### config.mk
export PLATFORM = sky130hd
export DESIGN_NAME = mem_access
export DESIGN_NICKNAME = d
export VERILOG_FILES = /design/src/rtl/mem_access.sv
export SDC_FILE = /design/constraint.sdc
export NUM_CORES = 1
export LEC_CHECK = 0
export CELL_PAD_IN_SITES_DETAIL_PLACEMENT = 2
export CELL_PAD_IN_SITES_GLOBAL_PLACEMENT = 2
export CORE_ASPECT_RATIO = 1.1
export CORE_MARGIN = 5
export CORE_UTILIZATION = 26
export CTS_CLUSTER_SIZE = 28
export DETAILED_ROUTE_END_ITERATION = 8
export PLACE_DENSITY = 0.86
export SKIP_LAST_GASP = 1
export SYNTH_ARGS = -nofsm -noshare
export SYNTH_HDL_FRONTEND = slang
export SYNTH_SLANG_ARGS = --single-unit
### constraint.sdc
create_clock -name clk -period 2.15 [get_ports clk]
set_input_delay 0.43 -clock clk [delete_from_list [all_inputs] [get_ports clk]]
set_output_delay 0.43 -clock clk [all_outputs]
set_load 0.01 [all_outputs]
### src/rtl/mem_access.sv
// -----------------------------------------------------------------------------
// mem_access -- MIPS memory stage
//
// Registers the EX-stage result and runs at most one data-bus transaction per
// instruction. Loads get byte-lane selection plus sign/zero extension; stores
// get byte strobes and lane-replicated write data. Upstream is stalled
// (in_ready=0) from acceptance until the result has been handed to writeback.
//
// Optional feature macro: MEM_ALIGN_CHECK_EN
//   defined   : misaligned half/word accesses skip the bus, raise exc_adel or
//               exc_ades for the out_valid cycle and clear the regwrite bit.
//   undefined : exc_* are constant 0; misaligned half uses o[1] only, and
//               misaligned word ignores the offset.
//
// Ports
//   clk, resetn                      clock (rising) / async active-low reset
//   in_valid, in_ready               EX -> MEM handshake
//   control_e, rd_e, alu_e, wdata_e  instruction payload from EX
//   mem_read, mem_write, mem_size,
//   mem_unsigned                     memory op decode (size 0 B, 1 H, 2/3 W)
//   flush                            kill the instruction currently held
//   dreq_valid/addr/strobe/data      data-bus request (held stable in REQ)
//   daddr_ok, ddata_ok, ddata        data-bus request accept / response
//   out_valid, controlM, rdM,
//   ALUoutM, ReadDataM               result to writeback (one cycle each)
//   exc_adel, exc_ades               misaligned load / store exceptions
// -----------------------------------------------------------------------------
module mem_access #(
    parameter int CTRL_W = 16,
    parameter int ADDR_W = 32
) (
    input  logic              clk,
    input  logic              resetn,
    input  logic              in_valid,
    output logic              in_ready,
    input  logic [CTRL_W-1:0] control_e,
    input  logic [4:0]        rd_e,
    input  logic [31:0]       alu_e,
    input  logic [31:0]       wdata_e,
    input  logic              mem_read,
    input  logic              mem_write,
    input  logic [1:0]        mem_size,
    input  logic              mem_unsigned,
    input  logic              flush,
    output logic              dreq_valid,
    output logic [ADDR_W-1:0] dreq_addr,
    output logic [3:0]        dreq_strobe,
    output logic [31:0]       dreq_data,
    input  logic              daddr_ok,
    input  logic              ddata_ok,
    input  logic [31:0]       ddata,
    output logic              out_valid,
    output logic [CTRL_W-1:0] controlM,
    output logic [4:0]        rdM,
    output logic [31:0]       ALUoutM,
    output logic [31:0]       ReadDataM,
    output logic              exc_adel,
    output logic              exc_ades
);

    localparam int REGWRITE_BIT = 15;

    typedef enum logic [1:0] {
        IDLE = 2'd0,
        REQ  = 2'd1,
        WAIT = 2'd2,
        DONE = 2'd3
    } state_t;

    state_t state_q;
    state_t state_d;

    // Instruction captured at acceptance (stage 1 of the memory stage)
    logic [CTRL_W-1:0] ctrl_p1;
    logic [4:0]        rd_p1;
    logic [31:0]       alu_p1;
    logic [31:0]       wdata_p1;
    logic              ld_p1;
    logic              st_p1;
    logic [1:0]        size_p1;
    logic              uns_p1;
    logic              adel_p1;
    logic              ades_p1;
    logic              killed_p1;
    logic [31:0]       rdata_p1;

    logic mis_e;
    logic accept;
    logic capture;
    logic is_load_e;
    logic is_store_e;

    // -------------------------------------------------------------------------
    // Lane helpers
    // -------------------------------------------------------------------------
    function automatic logic [31:0] load_ext(input logic [1:0]  size,
                                             input logic        uns,
                                             input logic [1:0]  o,
                                             input logic [31:0] d);
        logic signed [7:0]  b;
        logic signed [15:0] h;
        b = d[8*o +: 8];
        h = o[1] ? d[31:16] : d[15:0];
        case (size)
            2'd0:    load_ext = uns ? {24'd0, b} : {{24{b[7]}}, b};
            2'd1:    load_ext = uns ? {16'd0, h} : {{16{h[15]}}, h};
            default: load_ext = d;
        endcase
    endfunction

    function automatic logic [3:0] store_strobe(input logic [1:0] size,
                                                input logic [1:0] o);
        case (size)
            2'd0:    store_strobe = 4'b0001 << o;
            2'd1:    store_strobe = o[1] ? 4'b1100 : 4'b0011;
            default: store_strobe = 4'b1111;
        endcase
    endfunction

    function automatic logic [31:0] store_data(input logic [1:0]  size,
                                               input logic [31:0] w);
        case (size)
            2'd0:    store_data = {4{w[7:0]}};
            2'd1:    store_data = {2{w[15:0]}};
            default: store_data = w;
        endcase
    endfunction

    // -------------------------------------------------------------------------
    // Alignment check on the incoming effective address
    // -------------------------------------------------------------------------
`ifdef MEM_ALIGN_CHECK_EN
    always_comb begin
        case (mem_size)
            2'd0:    mis_e = 1'b0;
            2'd1:    mis_e = alu_e[0];
            default: mis_e = |alu_e[1:0];
        endcase
    end
`else
    assign mis_e = 1'b0;
`endif

    // A write with mem_read also set is handled as a load.
    assign is_load_e  = mem_read;
    assign is_store_e = mem_write & ~mem_read;
    assign accept     = (state_q == IDLE) && in_valid && !flush;
    assign capture    = ((state_q == REQ) && daddr_ok && ddata_ok) ||
                        ((state_q == WAIT) && ddata_ok);

    // -------------------------------------------------------------------------
    // State register and captured payload
    // -------------------------------------------------------------------------
    always_ff @(posedge clk or negedge resetn) begin
        if (!resetn) begin
            state_q   <= IDLE;
            ctrl_p1   <= '0;
            rd_p1     <= '0;
            alu_p1    <= '0;
            wdata_p1  <= '0;
            ld_p1     <= 1'b0;
            st_p1     <= 1'b0;
            size_p1   <= '0;
            uns_p1    <= 1'b0;
            adel_p1   <= 1'b0;
            ades_p1   <= 1'b0;
            killed_p1 <= 1'b0;
            rdata_p1  <= '0;
        end else begin
            state_q <= state_d;
            if (accept) begin
                ctrl_p1   <= control_e;
                rd_p1     <= rd_e;
                alu_p1    <= alu_e;
                wdata_p1  <= wdata_e;
                ld_p1     <= is_load_e;
                st_p1     <= is_store_e;
                size_p1   <= mem_size;
                uns_p1    <= mem_unsigned;
                adel_p1   <= is_load_e & mis_e;
                ades_p1   <= is_store_e & mis_e;
                killed_p1 <= 1'b0;
                rdata_p1  <= '0;
            end
            // Once the bus has taken the request it cannot be recalled, so a
            // flush only marks the instruction dead until its response drains.
            if (((state_q == REQ) && daddr_ok && flush) ||
                ((state_q == WAIT) && flush)) begin
                killed_p1 <= 1'b1;
            end
            if (capture && ld_p1) begin
                rdata_p1 <= load_ext(size_p1, uns_p1, alu_p1[1:0], ddata);
            end
        end
    end

    // -------------------------------------------------------------------------
    // Next-state logic
    // -------------------------------------------------------------------------
    always_comb begin
        state_d = state_q;
        case (state_q)
            IDLE: begin
                if (accept) begin
                    if ((is_load_e || is_store_e) && !mis_e) state_d = REQ;
                    else                                      state_d = DONE;
                end
            end
            REQ: begin
                if (daddr_ok) begin
                    if (ddata_ok) state_d = flush ? IDLE : DONE;
                    else          state_d = WAIT;
                end else if (flush) begin
                    state_d = IDLE;
                end
            end
            WAIT: begin
                if (ddata_ok) state_d = (killed_p1 || flush) ? IDLE : DONE;
            end
            DONE: state_d = IDLE;
            default: state_d = IDLE;
        endcase
    end

    // -------------------------------------------------------------------------
    // Bus request and writeback outputs
    // -------------------------------------------------------------------------
    assign in_ready    = (state_q == IDLE);
    assign dreq_valid  = (state_q == REQ);
    assign dreq_addr   = {alu_p1[ADDR_W-1:2], 2'b00};
    assign dreq_strobe = st_p1 ? store_strobe(size_p1, alu_p1[1:0]) : 4'b0000;
    assign dreq_data   = store_data(size_p1, wdata_p1);

    assign out_valid = (state_q == DONE);
    assign rdM       = rd_p1;
    assign ALUoutM   = alu_p1;
    assign ReadDataM = (ld_p1 && !adel_p1) ? rdata_p1 : 32'd0;
    assign exc_adel  = out_valid & adel_p1;
    assign exc_ades  = out_valid & ades_p1;

    // A faulting access must not write the register file.
    always_comb begin
        controlM = '0;
        if (out_valid) begin
            controlM = ctrl_p1;
            if (adel_p1 || ades_p1) controlM[REGWRITE_BIT] = 1'b0;
        end
    end

endmodule
==> flow_metrics.tcl <==
set metrics [dict create \
    core_mm2 0.0245 \
    fp.dieH_um 175 \
    regArea_mm2 0.00314 \
    fin_crit_ns 2.30 \
    synth_largest_area_cell "dfrtp_1" \
    grt_pass1_wl_mm 37.6 \
    rsz0062_at_grt "yes" \
    grt_pass1_vias 6193 \
    reg2reg_to "rdata_p1[1]" \
    fp-row-count 60 \
    ys_seq_area_share_pct 48.5 \
    slew_headroom_pct 53.0 \
    syn_to_final_growth_pct 60.0 \
    setup_ws_ns -0.146 \
    internal-power_w 0.00984 \
    syn_avg_cell_area_um2 11.7 \
    grt_use_total_pct 17.2 \
    p_switching_w 0.00549 \
    io_pins 286 \
    cts_tree "done" \
    fmax_ghz 0.436 \
    cts.sinks 125 \
    clkPwrFrac_pct 19.7 \
    cts_buffers 17 \
    min_to "rdata_p1[15]" \
    wl_per_cell_um 21.3 \
    min_period_over_period_pct 107 \
    yosysWarnings 0 \
    p_sw_share_pct 35.8 \
    gr-usage-met2_pct 31.6 \
    ys_dominant_reg_cell "dfrtp_1" \
    netlist_instances 552 \
    rrSetupSlack_ns 0.11 \
    synthTopCellsByArea "dfrtp_1, mux2_2, buf_4, and2_1, mux2i_1" \
    hold_class "register to register" \
    initial_core_util_pct 26.4 \
    drive_gt1_share_pct 28.3 \
    power_frac_seq_pct 28.5 \
    place.gp.congestion 0.733 \
    drt_iter0_drc 136 \
    async_reset_ff_share_pct 100 \
    power_w 0.0153 \
    htreeDepth 4 \
    reg2reg_from "size_p1[1]" \
    worstPathMaxFanout 8 \
    multi_input_area_mm2 0.00285 \
    synth_edf_count 0 \
    start_kind "register" \
    setup_viol 17 \
    powerDensity_mw_per_mm2 1490 \
    met1_usage_pct 19.1 \
    violations "negative setup slack" \
    synth_seq_cells 125 \
    detail-route-antenna-nets 0 \
    clk_pin_slew_ns 0.06 \
    worstHoldPathCells 1 \
    post-route-drc-count 0 \
    skew_ns 0.00999 \
    num-fill-cells 2539 \
    critical_path_required_ns 1.72 \
    grt_max_degree 44 \
    synth_cell_types 44 \
    drt-vias-per-instance 4.71 \
    grt.busiest_layer "met2" \
    vias 5400 \
    worstPathArrival_ns 1.87 \
    die_w_um 160 \
    antenna_found_initial 2 \
    root_buffer "clkbuf_16" \
    netlist.area_leader.share_pct 48.5 \
    dpl_worst_slack_ns -0.524 \
    drv_cap 0 \
    power_frac_comb_pct 51.8 \
    cp-end-kind "output port" \
    status "finished, violations left" \
    synth.cells.most_frequent "dfrtp_1, mux2_2, buf_4" \
    ir_drop_mv 0.635 \
    use_met3_pct 5.61 \
    power.leakage_nw 4.71 \
    final-hold-violation-count 0 \
    cts_buffer_depth 2 \
    dr.pass1.iters 4 \
    dieArea_mm2 0.0281 \
    io_buffers 281 \
    min_from "rdata_p1[15]" \
    tightest_slew_ns 0.704 \
    yosysMostFrequentCell "dfrtp_1" \
    r2r_cells 8 \
    routed_wl_mm 24.4 \
    overflow 0 \
    nets 951 \
    slew_violations 0 \
    clk_latency_ns 0.42 \
    crit_type "register to output port" \
    place_hpwl_mm 18.1 \
    synth_area_mm2 0.00645 \
    final_util_pct 42.2 \
]
[cells in the final DEF, fill, tap and decap left out, types with 10 or more instances in the layout]
cell	instances
mux2i_1	15
clkdlybuf4s50_1	207
nor2b_1	11
nand2_1	29
a21oi_1	16
clkbuf_16	17
dlygate4sd2_1	56
buf_6	12
and3_1	16
dfrtp_1	119
buf_4	30
and2_1	34
mux2_2	102
buf_12	13
o21ai_0	18
a221o_2	10
[worst max-delay path: stages, from the launching register on]
cell,delay (ns)
dfrtp_2,0.44
buf_12,0.14
buf_12,0.12
mux2_2,0.21
clkdlybuf4s50_1,0.54
[sequential cells by signal (all words and copies together), names as in the netlist]
register,flops
ALUoutM,32
ctrl_p1,16
killed_p1,1
ld_p1,1
rdM,5
rdata_p1,32
size_p1,2
st_p1,1
state_q,2
uns_p1,1
wdata_p1,32
[what timing repair did]
action | 4_1_cts | 5_1_grt
hold endpoints to repair | 40 | 0
resized for setup | 111 | 44
hold buffers | 1 | 0
pin swaps | 2 | 1
gates cloned | 1 | 0
setup buffers | 8 | 9
setup endpoints to repair | 94 | 24
[kinds of logic after synthesis]
| family | synth area share [%] |
|---|---|
| compound gates | 10.7 |
| mux | 21.4 |
| other cells | 0.0581 |
| flops | 48.5 |
| simple gates | 11.0 |
| buf+inv | 8.32 |
[layer usage]
metal	wire, um	vias to the layer above
met5	27	-
met4	291	4
met3	1540	24
met2	13100	174
met1	9480	2720
li1	-	2478
[worst max path at each step]
stage                     to  slack (ns)  startpoint
6_report       dreq_data[18]       -0.15  size_p1[1]
5_1_grt        dreq_data[16]       -0.22  size_p1[1]
4_1_cts        dreq_data[22]       -0.21  size_p1[1]
2_1_floorplan  dreq_data[10]        0.18  size_p1[1]
3_3_place_gp    rdata_p1[28]       -0.38    daddr_ok
3_5_place_dp    rdata_p1[26]       -0.52    daddr_ok
[layout make-up]
class                           count  share of cell area, %
Timing Repair Buffer              332                   32.2
Sequential cell                   125                   30.4
Multi-Input combinational cell    343                   27.6
Clock buffer                       17                   4.12
Tap cell                          310                   3.76
Clock inverter                     15                   1.71
Inverter                            4                  0.145
Antenna cell                        1                 0.0242
[per-stage QoR]
step           cell area [um2]  hold WS [ns]  TNS [ns]  std cells
6_report                 10300         0.499     -1.36       1147
2_1_floorplan             6460         0.134         0        555
3_5_place_dp              9490         0.397     -8.98       1095
5_1_grt                  10300         0.521     -2.98       1146
4_1_cts                  10200         0.503     -2.41       1137
3_3_place_gp              9490         0.400     -6.53       1095
[power groups by stage]
stage,combinational [W],sequential (W),clock (W)
5_1_grt,0.00851,0.00455,0.00323
4_1_cts,0.00771,0.00438,0.00313
3_5_place_dp,0.00769,0.00439,0
2_1_floorplan,0.00399,0.00423,0
6_report,0.00795,0.00436,0.00302
3_3_place_gp,0.00746,0.00429,0
No activity file was read; power rests on OpenSTA's default activity.
